<file path="src/rtl/instruction_fetch_unit_if.sv">
// ---------------------------------------------------------------------------
// instruction_fetch_unit_if
//
// Groups the buses of the RV32I fetch stage:
//   imem request   : imem_req_valid / imem_req_ready / imem_addr
//   imem response  : imem_resp_valid / imem_resp_data (in order, no backpressure)
//   decode         : instr_valid / instr_ready / instr / instr_pc
//   redirect       : redirect_valid / redirect_pc (from execute)
//   status         : fetch_misaligned
// Modports:
//   master - the fetch unit itself
//   slave  - memory, decode and execute as seen from the fetch unit
// ---------------------------------------------------------------------------
interface instruction_fetch_unit_if;
  logic        imem_req_valid;
  logic        imem_req_ready;
  logic [31:0] imem_addr;
  logic        imem_resp_valid;
  logic [31:0] imem_resp_data;
  logic        instr_valid;
  logic        instr_ready;
  logic [31:0] instr;
  logic [31:0] instr_pc;
  logic        redirect_valid;
  logic [31:0] redirect_pc;
  logic        fetch_misaligned;

  modport master (
    output imem_req_valid, imem_addr,
    input  imem_req_ready,
    input  imem_resp_valid, imem_resp_data,
    output instr_valid, instr, instr_pc,
    input  instr_ready,
    input  redirect_valid, redirect_pc,
    output fetch_misaligned
  );

  modport slave (
    input  imem_req_valid, imem_addr,
    output imem_req_ready,
    output imem_resp_valid, imem_resp_data,
    input  instr_valid, instr, instr_pc,
    output instr_ready,
    output redirect_valid, redirect_pc,
    input  fetch_misaligned
  );
endinterface

</file>
<file path="src/rtl/instruction_fetch_unit.sv">
// ---------------------------------------------------------------------------
// instruction_fetch_unit
//
// RV32I fetch stage. Holds the PC, issues word requests to instruction
// memory, tags each request with its PC and buffers returned words in a small
// in-order queue presented to decode with a valid/ready handshake. Redirects
// from execute flush the queue; responses still in flight for the old path
// are counted off and discarded.
//
// Ports:
//   clk  - clock, all state updates on the rising edge
//   rst  - synchronous, active-high reset
//   bus  - instruction_fetch_unit_if.master (imem, decode, redirect, status)
//
// Parameters:
//   RESET_PC - PC loaded on reset
//   IQ_DEPTH - queue entries (power of two, >= 2); also bounds
//              outstanding requests + queued entries
//
// Optional feature (macro IFU_MISALIGN_CHECK_EN):
//   defined   - a redirect with redirect_pc[1:0] != 0 halts fetch and raises
//               fetch_misaligned until reset or the next aligned redirect
//   undefined - redirect_pc[1:0] is forced to 2'b00, fetch_misaligned is 0
// ---------------------------------------------------------------------------
module instruction_fetch_unit #(
  parameter logic [31:0] RESET_PC = 32'h0000_0000,
  parameter int          IQ_DEPTH = 2
) (
  input logic                      clk,
  input logic                      rst,
  instruction_fetch_unit_if.master bus
);

  localparam int AW = $clog2(IQ_DEPTH);
  localparam int CW = $clog2(IQ_DEPTH + 1);

  typedef logic [AW-1:0] ptr_t;
  typedef logic [CW-1:0] cnt_t;
  typedef struct packed {
    logic [31:0] data;
    logic [31:0] pc;
  } iq_entry_t;

  localparam cnt_t         CNT_FULL = cnt_t'(IQ_DEPTH);
  localparam logic [CW:0]  CREDITS  = (CW + 1)'(IQ_DEPTH);

  logic [31:0] pc_q, pc_d;
  cnt_t        outstanding_q, outstanding_d;
  cnt_t        drop_q, drop_d;
  cnt_t        iq_count_q, iq_count_d;
  ptr_t        iq_rd_q, iq_wr_q;
  ptr_t        tag_rd_q, tag_wr_q;
  logic        halted_q, halted_d;
  iq_entry_t   iq_q  [IQ_DEPTH];
  logic [31:0] tag_q [IQ_DEPTH];

  logic        redirect;
  logic [31:0] redirect_target;
  logic        redirect_misaligned;
  logic [CW:0] credits_used;
  logic        req_valid, req_fire;
  logic        resp;
  logic        iq_push, iq_pop;
  logic        instr_valid;

  assign redirect        = bus.redirect_valid;
  assign redirect_target = {bus.redirect_pc[31:2], 2'b00};

`ifdef IFU_MISALIGN_CHECK_EN
  assign redirect_misaligned = bus.redirect_pc[1:0] != 2'b00;
`else
  logic unused_redirect_low;
  assign unused_redirect_low = ^bus.redirect_pc[1:0];
  assign redirect_misaligned = 1'b0;
`endif

  // Requests in flight (including ones that will be dropped) plus queued
  // words may never exceed the queue depth, so a response always has room.
  assign credits_used = {1'b0, outstanding_q} + {1'b0, iq_count_q};
  assign req_valid    = !rst && !redirect && !halted_q && (credits_used < CREDITS);
  assign req_fire     = req_valid && bus.imem_req_ready;

  assign resp        = bus.imem_resp_valid;
  assign iq_push     = resp && (drop_q == '0) && !redirect;
  assign instr_valid = (iq_count_q != '0) && !redirect;
  assign iq_pop      = instr_valid && bus.instr_ready;

  always_comb begin
    // NOTE: every always_comb target gets its default first, so no path can leave it unassigned and infer a latch.
    pc_d          = pc_q;
    outstanding_d = outstanding_q;
    drop_d        = drop_q;
    iq_count_d    = iq_count_q;
    halted_d      = halted_q;

    // Outstanding tracks every request until its response returns,
    // whether that response is kept or discarded.
    if (req_fire && !resp)      outstanding_d = outstanding_q + cnt_t'(1);
    else if (!req_fire && resp) outstanding_d = outstanding_q - cnt_t'(1);

    if (redirect) begin
      pc_d       = redirect_target;
      iq_count_d = '0;
      halted_d   = redirect_misaligned;
      // Everything still in flight after this cycle belongs to the old path;
      // a response arriving right now is discarded directly.
      drop_d     = resp ? outstanding_q - cnt_t'(1) : outstanding_q;
    end else begin
      if (req_fire) pc_d = pc_q + 32'd4;
      if (resp && drop_q != '0) drop_d = drop_q - cnt_t'(1);
      if (iq_push && !iq_pop)      iq_count_d = iq_count_q + cnt_t'(1);
      else if (iq_pop && !iq_push) iq_count_d = iq_count_q - cnt_t'(1);
    end
  end

  always_ff @(posedge clk) begin
    // NOTE: state registers use non-blocking assignments so every flop samples pre-edge values, regardless of statement order.
    if (rst) begin
      pc_q          <= RESET_PC;
      outstanding_q <= '0;
      drop_q        <= '0;
      iq_count_q    <= '0;
      halted_q      <= 1'b0;
      iq_rd_q       <= '0;
      iq_wr_q       <= '0;
      tag_rd_q      <= '0;
      tag_wr_q      <= '0;
      // NOTE: queue storage is reset because its head drives instr/instr_pc directly; the tag storage below never reaches an output unwritten, so it has no reset.
      for (int i = 0; i < IQ_DEPTH; i++) iq_q[i] <= '0;
    end else begin
      pc_q          <= pc_d;
      outstanding_q <= outstanding_d;
      drop_q        <= drop_d;
      iq_count_q    <= iq_count_d;
      halted_q      <= halted_d;

      // The tag FIFO is never flushed: dropped responses still retire their tags.
      if (req_fire) tag_wr_q <= tag_wr_q + ptr_t'(1);
      if (resp)     tag_rd_q <= tag_rd_q + ptr_t'(1);

      if (redirect) begin
        iq_rd_q <= '0;
        iq_wr_q <= '0;
      end else begin
        if (iq_pop) iq_rd_q <= iq_rd_q + ptr_t'(1);
        if (iq_push) begin
          iq_q[iq_wr_q] <= {bus.imem_resp_data, tag_q[tag_rd_q]};
          iq_wr_q       <= iq_wr_q + ptr_t'(1);
        end
      end
    end
  end

  always_ff @(posedge clk) begin
    if (req_fire) tag_q[tag_wr_q] <= pc_q;
  end

  assign bus.imem_req_valid   = req_valid;
  assign bus.imem_addr        = pc_q;
  assign bus.instr_valid      = instr_valid;
  assign bus.instr            = iq_q[iq_rd_q].data;
  assign bus.instr_pc         = iq_q[iq_rd_q].pc;
  assign bus.fetch_misaligned = halted_q;

  // The credit rule makes a push into a full queue impossible.
  assert property (@(posedge clk) disable iff (rst) !(iq_push && iq_count_q == CNT_FULL));

endmodule

</file>
<file path="src/flat_wrapper.sv">
// flat-port wrapper written by rule: the top's interface ports become plain ports
module instruction_fetch_unit_flat 
#(
  parameter logic [31:0] RESET_PC = 32'h0000_0000,
  parameter int          IQ_DEPTH = 2
)
  (clk, rst, bus_imem_req_valid, bus_imem_addr, bus_imem_req_ready, bus_imem_resp_valid, bus_imem_resp_data, bus_instr_valid, bus_instr, bus_instr_pc, bus_instr_ready, bus_redirect_valid, bus_redirect_pc, bus_fetch_misaligned);
  instruction_fetch_unit_if bus_i ();
  input logic clk;
  input logic rst;
  output wire logic [$bits(bus_i.imem_req_valid)-1:0] bus_imem_req_valid;
  output wire logic [$bits(bus_i.imem_addr)-1:0] bus_imem_addr;
  input wire logic [$bits(bus_i.imem_req_ready)-1:0] bus_imem_req_ready;
  input wire logic [$bits(bus_i.imem_resp_valid)-1:0] bus_imem_resp_valid;
  input wire logic [$bits(bus_i.imem_resp_data)-1:0] bus_imem_resp_data;
  output wire logic [$bits(bus_i.instr_valid)-1:0] bus_instr_valid;
  output wire logic [$bits(bus_i.instr)-1:0] bus_instr;
  output wire logic [$bits(bus_i.instr_pc)-1:0] bus_instr_pc;
  input wire logic [$bits(bus_i.instr_ready)-1:0] bus_instr_ready;
  input wire logic [$bits(bus_i.redirect_valid)-1:0] bus_redirect_valid;
  input wire logic [$bits(bus_i.redirect_pc)-1:0] bus_redirect_pc;
  output wire logic [$bits(bus_i.fetch_misaligned)-1:0] bus_fetch_misaligned;
  assign bus_imem_req_valid = bus_i.imem_req_valid;
  assign bus_imem_addr = bus_i.imem_addr;
  assign bus_i.imem_req_ready = bus_imem_req_ready;
  assign bus_i.imem_resp_valid = bus_imem_resp_valid;
  assign bus_i.imem_resp_data = bus_imem_resp_data;
  assign bus_instr_valid = bus_i.instr_valid;
  assign bus_instr = bus_i.instr;
  assign bus_instr_pc = bus_i.instr_pc;
  assign bus_i.instr_ready = bus_instr_ready;
  assign bus_i.redirect_valid = bus_redirect_valid;
  assign bus_i.redirect_pc = bus_redirect_pc;
  assign bus_fetch_misaligned = bus_i.fetch_misaligned;
  instruction_fetch_unit #(.RESET_PC(RESET_PC), .IQ_DEPTH(IQ_DEPTH)) u_core (.clk(clk), .rst(rst), .bus(bus_i));
endmodule
</file>
<file path="config.mk">
export PLATFORM = sky130hd
export DESIGN_NAME = instruction_fetch_unit_flat
export DESIGN_NICKNAME = d
export VERILOG_FILES = /design/src/rtl/instruction_fetch_unit_if.sv /design/src/rtl/instruction_fetch_unit.sv /design/src/flat_wrapper.sv
export SDC_FILE = /design/constraint.sdc
export NUM_CORES = 1
export LEC_CHECK = 0
export BUFFER_PORTS_ARGS = -buffer_cell sky130_fd_sc_hd__buf_2
export CORE_UTILIZATION = 55
export DETAILED_ROUTE_END_ITERATION = 8
export PLACE_DENSITY = 0.79
export SLEW_MARGIN = 10
export SYNTH_ARGS = -nofsm -noshare
export SYNTH_HDL_FRONTEND = slang
export SYNTH_SLANG_ARGS = --single-unit
</file>
<file path="constraint.sdc">
create_clock -name clk -period 8.5 [get_ports clk]
set_input_delay 1.7 -clock clk [delete_from_list [all_inputs] [get_ports clk]]
set_output_delay 1.7 -clock clk [all_outputs]
set_load 0.03 [all_outputs]
</file>
==> run_summary.xml, run 1 <==
<?xml version="1.0" encoding="UTF-8"?>
<metrics>
  <group name="yosys">
    <metric name="syn_area_per_cell" unit="um2">13.3</metric>
    <metric name="synth_seq_area_share" unit="">0.661</metric>
    <metric name="synth_edf_count" unit="">184</metric>
    <metric name="synth_top_area_frac" unit="">0.573</metric>
    <metric name="synth-seq-cells" unit="">226</metric>
    <metric name="synth_top_cell_by_area" unit="">edfxtp_1</metric>
    <metric name="netlist_area" unit="um2">9640</metric>
    <metric name="yosysUniqueCellTypes" unit="">47</metric>
    <metric name="ys_warn_count" unit="">0</metric>
    <metric name="top_flip_flop_cell_by_instance_count_after_synthesis" unit="">edfxtp_1</metric>
    <metric name="synth_cells" unit="">725</metric>
    <metric name="async_flop_share" unit="">0</metric>
    <metric name="ys_top_cells_by_area" unit="">edfxtp_1 (57%), dfxtp_1 (8.7%), mux2_2 (7.4%)</metric>
  </group>
  <group name="cells_and_area">
    <metric name="num-nets-final" unit="">957</metric>
    <metric name="most_common_library_cell_in_the_layout_ignoring_fill_and_taps" unit="">edfxtp_1</metric>
    <metric name="layout_common_cells" unit="">edfxtp_1 (184), buf_2 (161), nor2_1 (95), and2_1 (70), mux2_2 (63)</metric>
    <metric name="flow.area_growth_from_synthesis" unit="%">18.1</metric>
    <metric name="fillCellCount" unit="">1321</metric>
    <metric name="post_route_cells_drive_above_1_share" unit="">0.311</metric>
    <metric name="share_of_the_core_filled_with_cells" unit="">0.663</metric>
  </group>
  <group name="grt">
    <metric name="number_of_global_route_vias_before_repair" unit="">6123</metric>
    <metric name="grt_start_max_net_pins" unit="">63</metric>
    <metric name="gr-total-overflow" unit="">0</metric>
    <metric name="globalRouteTotalUtil" unit="">0.223</metric>
    <metric name="antenna_violations_before_repair" unit="">2</metric>
    <metric name="grt_first_pass_wirelength" unit="um">31200</metric>
  </group>
  <group name="drt">
    <metric name="wl_per_cell" unit="um">17.9</metric>
    <metric name="via_count" unit="">6306</metric>
    <metric name="antenna_left" unit="">0</metric>
    <metric name="wl" unit="um">20100</metric>
    <metric name="first_iter_violations" unit="">379</metric>
    <metric name="firstDrtPassIters" unit="">5</metric>
    <metric name="via_density_per_instance" unit="">5.61</metric>
    <metric name="drcViolationCount" unit="">0</metric>
  </group>
  <group name="worst_setup_path">
    <metric name="crit_path_start_kind" unit="">input port</metric>
    <metric name="r2r-start" unit="">u_core.outstanding_q[0]</metric>
    <metric name="cp_endpoint_kind" unit="">output pin</metric>
    <metric name="path_class" unit="">in -&gt; out</metric>
    <metric name="worst_ep_required_time" unit="ns">6.80</metric>
    <metric name="timing.critical_path.from" unit="">bus_redirect_valid</metric>
    <metric name="crit_path_max_fanout" unit="">41</metric>
    <metric name="worst_ep_arrival_time" unit="ns">2.80</metric>
  </group>
  <group name="timing">
    <metric name="setup_violations" unit="">0</metric>
    <metric name="final_slew_violations" unit="">0</metric>
    <metric name="timing.final.hold_violations" unit="">0</metric>
    <metric name="setup_tns" unit="ns">0</metric>
    <metric name="finalWorstPathRequiredPeriod" unit="ns">4.50</metric>
    <metric name="worst-slew-pin-transition" unit="ns">0.999</metric>
    <metric name="grt_setup_unrepaired" unit="">no</metric>
    <metric name="slew_headroom" unit="">0.334</metric>
    <metric name="final.period_utilization" unit="">0.530</metric>
    <metric name="fmaxAchievable" unit="MHz">222</metric>
    <metric name="final.setup_skew" unit="ns">0.0125</metric>
  </group>
  <group name="power">
    <metric name="pwr-share-clk" unit="">0.386</metric>
    <metric name="seqPwrFrac" unit="">0.512</metric>
    <metric name="cell_internal_pwr" unit="uW">1940</metric>
    <metric name="power_per_cell_area" unit="nW/um2">223</metric>
    <metric name="vdd_drop_max" unit="mV">0.160</metric>
    <metric name="power.static_leakage" unit="uW">0.00449</metric>
    <metric name="switching_power_of_the_nets" unit="uW">600</metric>
    <metric name="switching_share" unit="">0.236</metric>
    <metric name="pwr-share-comb" unit="">0.102</metric>
  </group>
  <group name="clocking">
    <metric name="cts_setup_buffers" unit="">0</metric>
    <metric name="cts-root-to-sink-buffers" unit="">3</metric>
    <metric name="ctsHoldBuffers" unit="">0</metric>
    <metric name="clock_tree.htree_level_count" unit="">1</metric>
    <metric name="clock_tree.root_cell" unit="">clkbuf_16</metric>
    <metric name="clock_latency" unit="ns">0.51</metric>
    <metric name="cts-buffers-inserted" unit="">23</metric>
    <metric name="cts_resized" unit="">0</metric>
    <metric name="clk_pin_slew_worst_setup_hold_paths" unit="ns">0.05</metric>
    <metric name="clock_sink_count" unit="">226</metric>
    <metric name="tritoncts" unit="">yes</metric>
  </group>
  <group name="run">
    <metric name="max_cap_violations" unit="">0</metric>
  </group>
  <group name="placed_design">
    <metric name="hpwl" unit="um">12500</metric>
    <metric name="globalplace.congestion" unit="">0.841</metric>
    <metric name="placement.io_buffers" unit="">161</metric>
  </group>
  <group name="die">
    <metric name="die_area" unit="um2">18100</metric>
    <metric name="initial_utilization" unit="">0.561</metric>
    <metric name="design.portCount" unit="">169</metric>
    <metric name="chipHeight" unit="um">134</metric>
    <metric name="placement_rows" unit="">48</metric>
    <metric name="floorplan.core_area" unit="um2">17200</metric>
    <metric name="die-width" unit="um">134</metric>
  </group>
  <group name="run_status">
    <metric name="outcome" unit="">complete, no violations</metric>
  </group>
  <group name="worst_hold_path">
    <metric name="holdCritStartpoint" unit="">u_core.bus.imem_addr[31]</metric>
    <metric name="hold_path_class" unit="">reg -&gt; reg</metric>
  </group>
</metrics>
worst paths after layout:
path | end | slack, ns | cells past startpoint
worst max-delay path | bus_imem_req_valid | 4.00 | 3
worst min-delay path | u_core.tag_q[1][31] | 0.53 | 0
worst max register to register | u_core.tag_q[0][7] | 4.96 | 7
worst min register to register | u_core.tag_q[1][31] | 0.53 | 0
per-stage QoR:
step                hold slack, ns  worst slack (ns)  instance area, um2  instances  total power [uW]
detailed placement           0.501              3.79               10600       1082              1580
global placement             0.490              3.86               10600       1082              1570
global route                 0.532              3.93               11400       1123              2610
floorplan                    0.480              3.99                9650        729              1490
CTS                          0.525              4.02               11400       1123              2560
finish                       0.530              4.00               11400       1124              2540
cell type report:
class	instances	area [um2]	area share
diodes	1	2.50	0.000220
clock buffers	37	658	0.0578
clock inverters	4	73.8	0.00649
inverters	9	33.8	0.00297
multi-input cells	450	3070	0.270
flip-flops and latches	226	6370	0.560
well taps	225	282	0.0247
repair buffers	172	888	0.0781
per-layer routing:
layer	global-route usage	routed length, um	share of wire	vias to the layer above
met3	0.0476	1500	0.074	45
met1	0.271	7930	0.39	3044
met2	0.396	10200	0.51	252
met4	0.0743	479	0.024	2
li1	-	-	-	2963
met5	0	11	0.00055	-
cell usage after synthesis (2+ instances only):
cell / count
buf_2: 5
o211ai_1: 4
or4_1: 2
ha_1: 4
edfxtp_1: 184
a22oi_1: 2
nand4_2: 2
nor3_1: 13
o311ai_0: 2
a21o_1: 2
nor4_4: 2
a32oi_1: 4
inv_1: 7
and2_1: 70
nor2_1: 96
nand2_1: 22
buf_4: 7
or2_2: 2
and3_1: 8
xnor2_1: 6
a221o_1: 2
dfxtp_1: 42
or3_1: 4
nand2b_1: 3
xor2_1: 12
mux2_2: 63
a211oi_1: 3
a221oi_1: 2
mux2i_1: 31
clkbuf_1: 25
a31oi_1: 14
buf_1: 7
nor4_1: 2
a21oi_1: 15
nand4_1: 11
o22ai_1: 6
o21ai_0: 15
nand3_1: 15
power by group through the flow:
stage / Combinational (uW) / Clock [uW] / Sequential (uW)
2_1_floorplan: 172 / 0 / 1320
3_3_place_gp: 255 / 0 / 1320
3_5_place_dp: 260 / 0 / 1320
4_1_cts: 262 / 997 / 1300
5_1_grt: 279 / 1030 / 1300
6_report: 260 / 979 / 1300
cell families (layout without fill, tap and decap cells):
kind of cell / count (synthesis) / after routing / synth area share
simple gates: 255 / 255 / 0.137
flops: 226 / 226 / 0.661
mux: 94 / 94 / 0.106
compound gates: 73 / 73 / 0.0483
buf+inv: 53 / 222 / 0.0240
xor+xnor: 18 / 18 / 0.0164
fa+ha+maj: 5 / 5 / 0.00727
other cells: 1 / 6 / 0.000389
worst max-delay path: stages:
cell and delay [ns]:
buf_2 0.37, nor4_4 0.44, buf_2 0.28
registers in the layout, summed over array words and instances, names as in the netlist, named ones only:
| register | flops |
|---|---|
| u_core.iq_q | 124 |
| u_core.tag_q | 60 |
| u_core.bus.imem_addr | 30 |
| u_core.drop_q | 2 |
| u_core.iq_count_q | 2 |
| u_core.outstanding_q | 2 |
| u_core.iq_rd_q | 1 |
| u_core.iq_wr_q | 1 |
| u_core.tag_rd_q | 1 |
| u_core.tag_wr_q | 1 |
No activity file was read; power rests on OpenSTA's default activity.
==> inputs of run 2 (changes only) <==
--- a/config.mk
+++ b/config.mk
@@ -5,10 +5,11 @@
 export SDC_FILE = /design/constraint.sdc
 export NUM_CORES = 1
 export LEC_CHECK = 0
+export ABC_AREA = 1
 export BUFFER_PORTS_ARGS = -buffer_cell sky130_fd_sc_hd__buf_2
-export CORE_UTILIZATION = 55
+export CORE_UTILIZATION = 51
 export DETAILED_ROUTE_END_ITERATION = 8
-export PLACE_DENSITY = 0.79
+export PLACE_DENSITY = 0.76
 export SLEW_MARGIN = 10
 export SYNTH_ARGS = -nofsm -noshare
 export SYNTH_HDL_FRONTEND = slang
==> constraint.sdc (replaced) <==
create_clock -name clk -period 3.9 [get_ports clk]
set_input_delay 0.78 -clock clk [delete_from_list [all_inputs] [get_ports clk]]
set_output_delay 0.78 -clock clk [all_outputs]
set_load 0.03 [all_outputs]
==> run 2 against run 1 <==
  * Routed wire length is 1.1% higher
  * Register-to-register slack worse by 3.5 ns
  * Critical path depth up 2
  * Via count up 8.5%
  * Critical path type is now reg -> out
  * Critical endpoint unchanged
  * Largest power group unchanged
==> run_summary.xml, run 2 <==
<?xml version="1.0" encoding="UTF-8"?>
<metrics>
  <group name="run_status">
    <metric name="outcome" unit="">complete, no violations</metric>
  </group>
  <group name="drt">
    <metric name="via_count" unit="">6841</metric>
    <metric name="antenna_left" unit="">0</metric>
    <metric name="via_density_per_instance" unit="">5.06</metric>
    <metric name="wl_per_cell" unit="um">15.1</metric>
    <metric name="wl" unit="um">20400</metric>
    <metric name="firstDrtPassIters" unit="">4</metric>
    <metric name="first_iter_violations" unit="">315</metric>
    <metric name="drcViolationCount" unit="">0</metric>
  </group>
  <group name="cells_and_area">
    <metric name="most_common_library_cell_in_the_layout_ignoring_fill_and_taps" unit="">edfxtp_1</metric>
    <metric name="multi_input_area" unit="um2">3190</metric>
    <metric name="antenna_cells" unit="">0</metric>
    <metric name="post_route_cells_drive_above_1_share" unit="">0.284</metric>
    <metric name="layout_common_cells" unit="">edfxtp_1 (184), buf_2 (161), nor2_1 (158), nand2_1 (120), inv_1 (97)</metric>
    <metric name="flow.area_growth_from_synthesis" unit="%">17.5</metric>
    <metric name="fillCellCount" unit="">1574</metric>
    <metric name="largest_register_ffs" unit="">124</metric>
    <metric name="num-nets-final" unit="">1146</metric>
    <metric name="regArea" unit="um2">6370</metric>
    <metric name="largest_register" unit="">u_core.iq_q</metric>
  </group>
  <group name="power">
    <metric name="switching_power_of_the_nets" unit="uW">1300</metric>
    <metric name="power_per_cell_area" unit="nW/um2">460</metric>
    <metric name="pwr-share-clk" unit="">0.386</metric>
    <metric name="cell_internal_pwr" unit="uW">4170</metric>
    <metric name="power.static_leakage" unit="uW">0.00487</metric>
    <metric name="vdd_drop_max" unit="mV">0.308</metric>
    <metric name="seqPwrFrac" unit="">0.514</metric>
    <metric name="pwr-share-comb" unit="">0.100</metric>
    <metric name="switching_share" unit="">0.238</metric>
  </group>
  <group name="clocking">
    <metric name="clock_latency" unit="ns">0.50</metric>
    <metric name="clock_sink_count" unit="">226</metric>
    <metric name="cts-root-to-sink-buffers" unit="">3</metric>
    <metric name="cts-buffers-inserted" unit="">24</metric>
    <metric name="cts_setup_buffers" unit="">0</metric>
    <metric name="ctsHoldBuffers" unit="">0</metric>
    <metric name="clock_tree.root_cell" unit="">clkbuf_16</metric>
    <metric name="tritoncts" unit="">yes</metric>
    <metric name="cts_resized" unit="">0</metric>
    <metric name="clk_pin_slew_worst_setup_hold_paths" unit="ns">0.06</metric>
    <metric name="clock_tree.htree_level_count" unit="">1</metric>
  </group>
  <group name="worst_setup_path">
    <metric name="crit_path_max_incr_delay" unit="ns">0.43</metric>
    <metric name="timing.reg2reg.worst_path_depth" unit="">10</metric>
    <metric name="worst_ep_required_time" unit="ns">3.12</metric>
    <metric name="cp_endpoint_kind" unit="">output pin</metric>
    <metric name="crit_path_max_fanout" unit="">4</metric>
    <metric name="worst_ep_arrival_time" unit="ns">1.88</metric>
    <metric name="crit_path_start_kind" unit="">register</metric>
    <metric name="path_class" unit="">reg -&gt; out</metric>
    <metric name="path_cells" unit="">nand2_1 &gt; inv_1 &gt; fa_1 &gt; nor3_1 &gt; buf_2</metric>
    <metric name="critical-path-slowest-cell" unit="">fa_1</metric>
  </group>
  <group name="grt">
    <metric name="grt_first_pass_wirelength" unit="um">31800</metric>
    <metric name="gr-total-overflow" unit="">0</metric>
    <metric name="grt_start_max_net_pins" unit="">63</metric>
    <metric name="number_of_global_route_vias_before_repair" unit="">6595</metric>
    <metric name="globalRouteTotalUtil" unit="">0.200</metric>
    <metric name="antenna_violations_before_repair" unit="">0</metric>
  </group>
  <group name="yosys">
    <metric name="synth_top_area_frac" unit="">0.545</metric>
    <metric name="synth_edf_count" unit="">184</metric>
    <metric name="synth-seq-cells" unit="">226</metric>
    <metric name="most_frequent_cell_after_synthesis" unit="">edfxtp_1</metric>
    <metric name="ys_warn_count" unit="">0</metric>
    <metric name="synth_cells" unit="">910</metric>
    <metric name="async_flop_share" unit="">0</metric>
    <metric name="yosysUniqueCellTypes" unit="">38</metric>
    <metric name="ys_top_cells_by_area" unit="">edfxtp_1 (55%), dfxtp_1 (8.3%), mux2_2 (6.9%)</metric>
    <metric name="synth_seq_area_share" unit="">0.628</metric>
    <metric name="top_flip_flop_cell_by_instance_count_after_synthesis" unit="">edfxtp_1</metric>
    <metric name="syn_area_per_cell" unit="um2">11.1</metric>
    <metric name="synth_common_cells" unit="">edfxtp_1 (184), nor2_1 (160), nand2_1 (123)</metric>
    <metric name="synth_top_cell_by_area" unit="">edfxtp_1</metric>
    <metric name="netlist_area" unit="um2">10100</metric>
  </group>
  <group name="timing">
    <metric name="setup_tns" unit="ns">0</metric>
    <metric name="timing.final.hold_violations" unit="">0</metric>
    <metric name="setup_violations" unit="">0</metric>
    <metric name="worst-slew-pin-transition" unit="ns">0.982</metric>
    <metric name="final.hold.worst_slack" unit="ns">0.505</metric>
    <metric name="final.period_utilization" unit="">0.683</metric>
    <metric name="final.setup_skew" unit="ns">0.00929</metric>
    <metric name="slew_headroom" unit="">0.345</metric>
    <metric name="finalWorstPathRequiredPeriod" unit="ns">2.66</metric>
    <metric name="grt_setup_unrepaired" unit="">no</metric>
    <metric name="final_slew_violations" unit="">0</metric>
    <metric name="fmaxAchievable" unit="MHz">375</metric>
  </group>
  <group name="die">
    <metric name="die_area" unit="um2">20400</metric>
    <metric name="floorplan.core_area" unit="um2">19500</metric>
    <metric name="design.portCount" unit="">169</metric>
    <metric name="placement_rows" unit="">51</metric>
    <metric name="initial_utilization" unit="">0.521</metric>
    <metric name="chipHeight" unit="um">143</metric>
    <metric name="die-width" unit="um">143</metric>
  </group>
  <group name="placed_design">
    <metric name="placement.io_buffers" unit="">161</metric>
    <metric name="hpwl" unit="um">12900</metric>
    <metric name="globalplace.congestion" unit="">0.856</metric>
  </group>
  <group name="worst_hold_path">
    <metric name="timing.hold.worst_path_depth" unit="">2</metric>
    <metric name="hold_path_class" unit="">reg -&gt; reg</metric>
  </group>
  <group name="run">
    <metric name="max_cap_violations" unit="">0</metric>
  </group>
</metrics>
## run 2: changes by cell type after synthesis, sizes merged, moves of 19 or more
cell	change
inv	+90
nand3	+25
and2	-68
nand2	+111
nor2	+80
o21ai	+19
## run 2: critical path, delay by kind of cell, from the launching register on
family / cells / cell delay, ns
simple gates: 2 / 0.26
buf+inv: 2 / 0.29
flops: 1 / 0.41
fa+ha+maj: 1 / 0.43
## run 2: final cells by class
cell class	count	share of cell area
sequential	226	0.535
clock buffer	34	0.0562
inverter	100	0.0316
clock inverter	9	0.00578
multi-input combinational	548	0.268
timing repair buffer	171	0.0761
tap	265	0.0278
## run 2: cell families (layout without fill, tap and decap cells)
| kind of cell | after synthesis | in the layout | share of synthesized area |
|---|---|---|---|
| AND/OR/NAND/NOR | 359 | 359 | 0.156 |
| flip-flops | 226 | 226 | 0.628 |
| buffers and inverters | 140 | 314 | 0.0599 |
| multiplexers | 92 | 92 | 0.0986 |
| AO/OA/AOI/OAI | 75 | 75 | 0.0393 |
| XOR/XNOR | 12 | 12 | 0.0104 |
| adder cells (fa/ha/maj) | 5 | 5 | 0.00692 |
| other | 1 | 5 | 0.000370 |
## run 2: per-layer routing
layer / vias to the layer above / global-route usage / wire [um]
met4: 0 / 0.0685 / 456
li1: 3362 / - / -
met2: 260 / 0.361 / 10200
met5: - / 0 / 0
met3: 40 / 0.0285 / 1150
met1: 3179 / 0.244 / 8520
## run 2: final timing paths
check | end | startpoint | slack (ns)
max | bus_imem_req_valid | u_core.outstanding_q[0] | 1.24
min | u_core.iq_rd_q | u_core.iq_rd_q | 0.51
max reg2reg | u_core.outstanding_q[1] | u_core.outstanding_q[0] | 1.50
min reg2reg | u_core.iq_rd_q | u_core.iq_rd_q | 0.51
## run 2: power groups by stage
stage               registers, uW  logic (uW)  clock network, uW
global route                 2830         600               2240
global placement             2860         545                  0
CTS                          2810         554               2150
detailed placement           2860         551                  0
floorplan                    2860         374                  0
finish                       2810         548               2110
## run 2: stage by stage
stage               cells  total power [uW]  utilization  worst slack [ns]  instance area, um2
floorplan             914              3240            -             0.707               10100
global placement     1310              3400        0.574              1.25               11200
detailed placement   1310              3410        0.574              1.23               11200
CTS                  1353              5510        0.612              1.22               11900
global route         1353              5670        0.612              1.13               11900
finish               1353              5470        0.612              1.24               11900
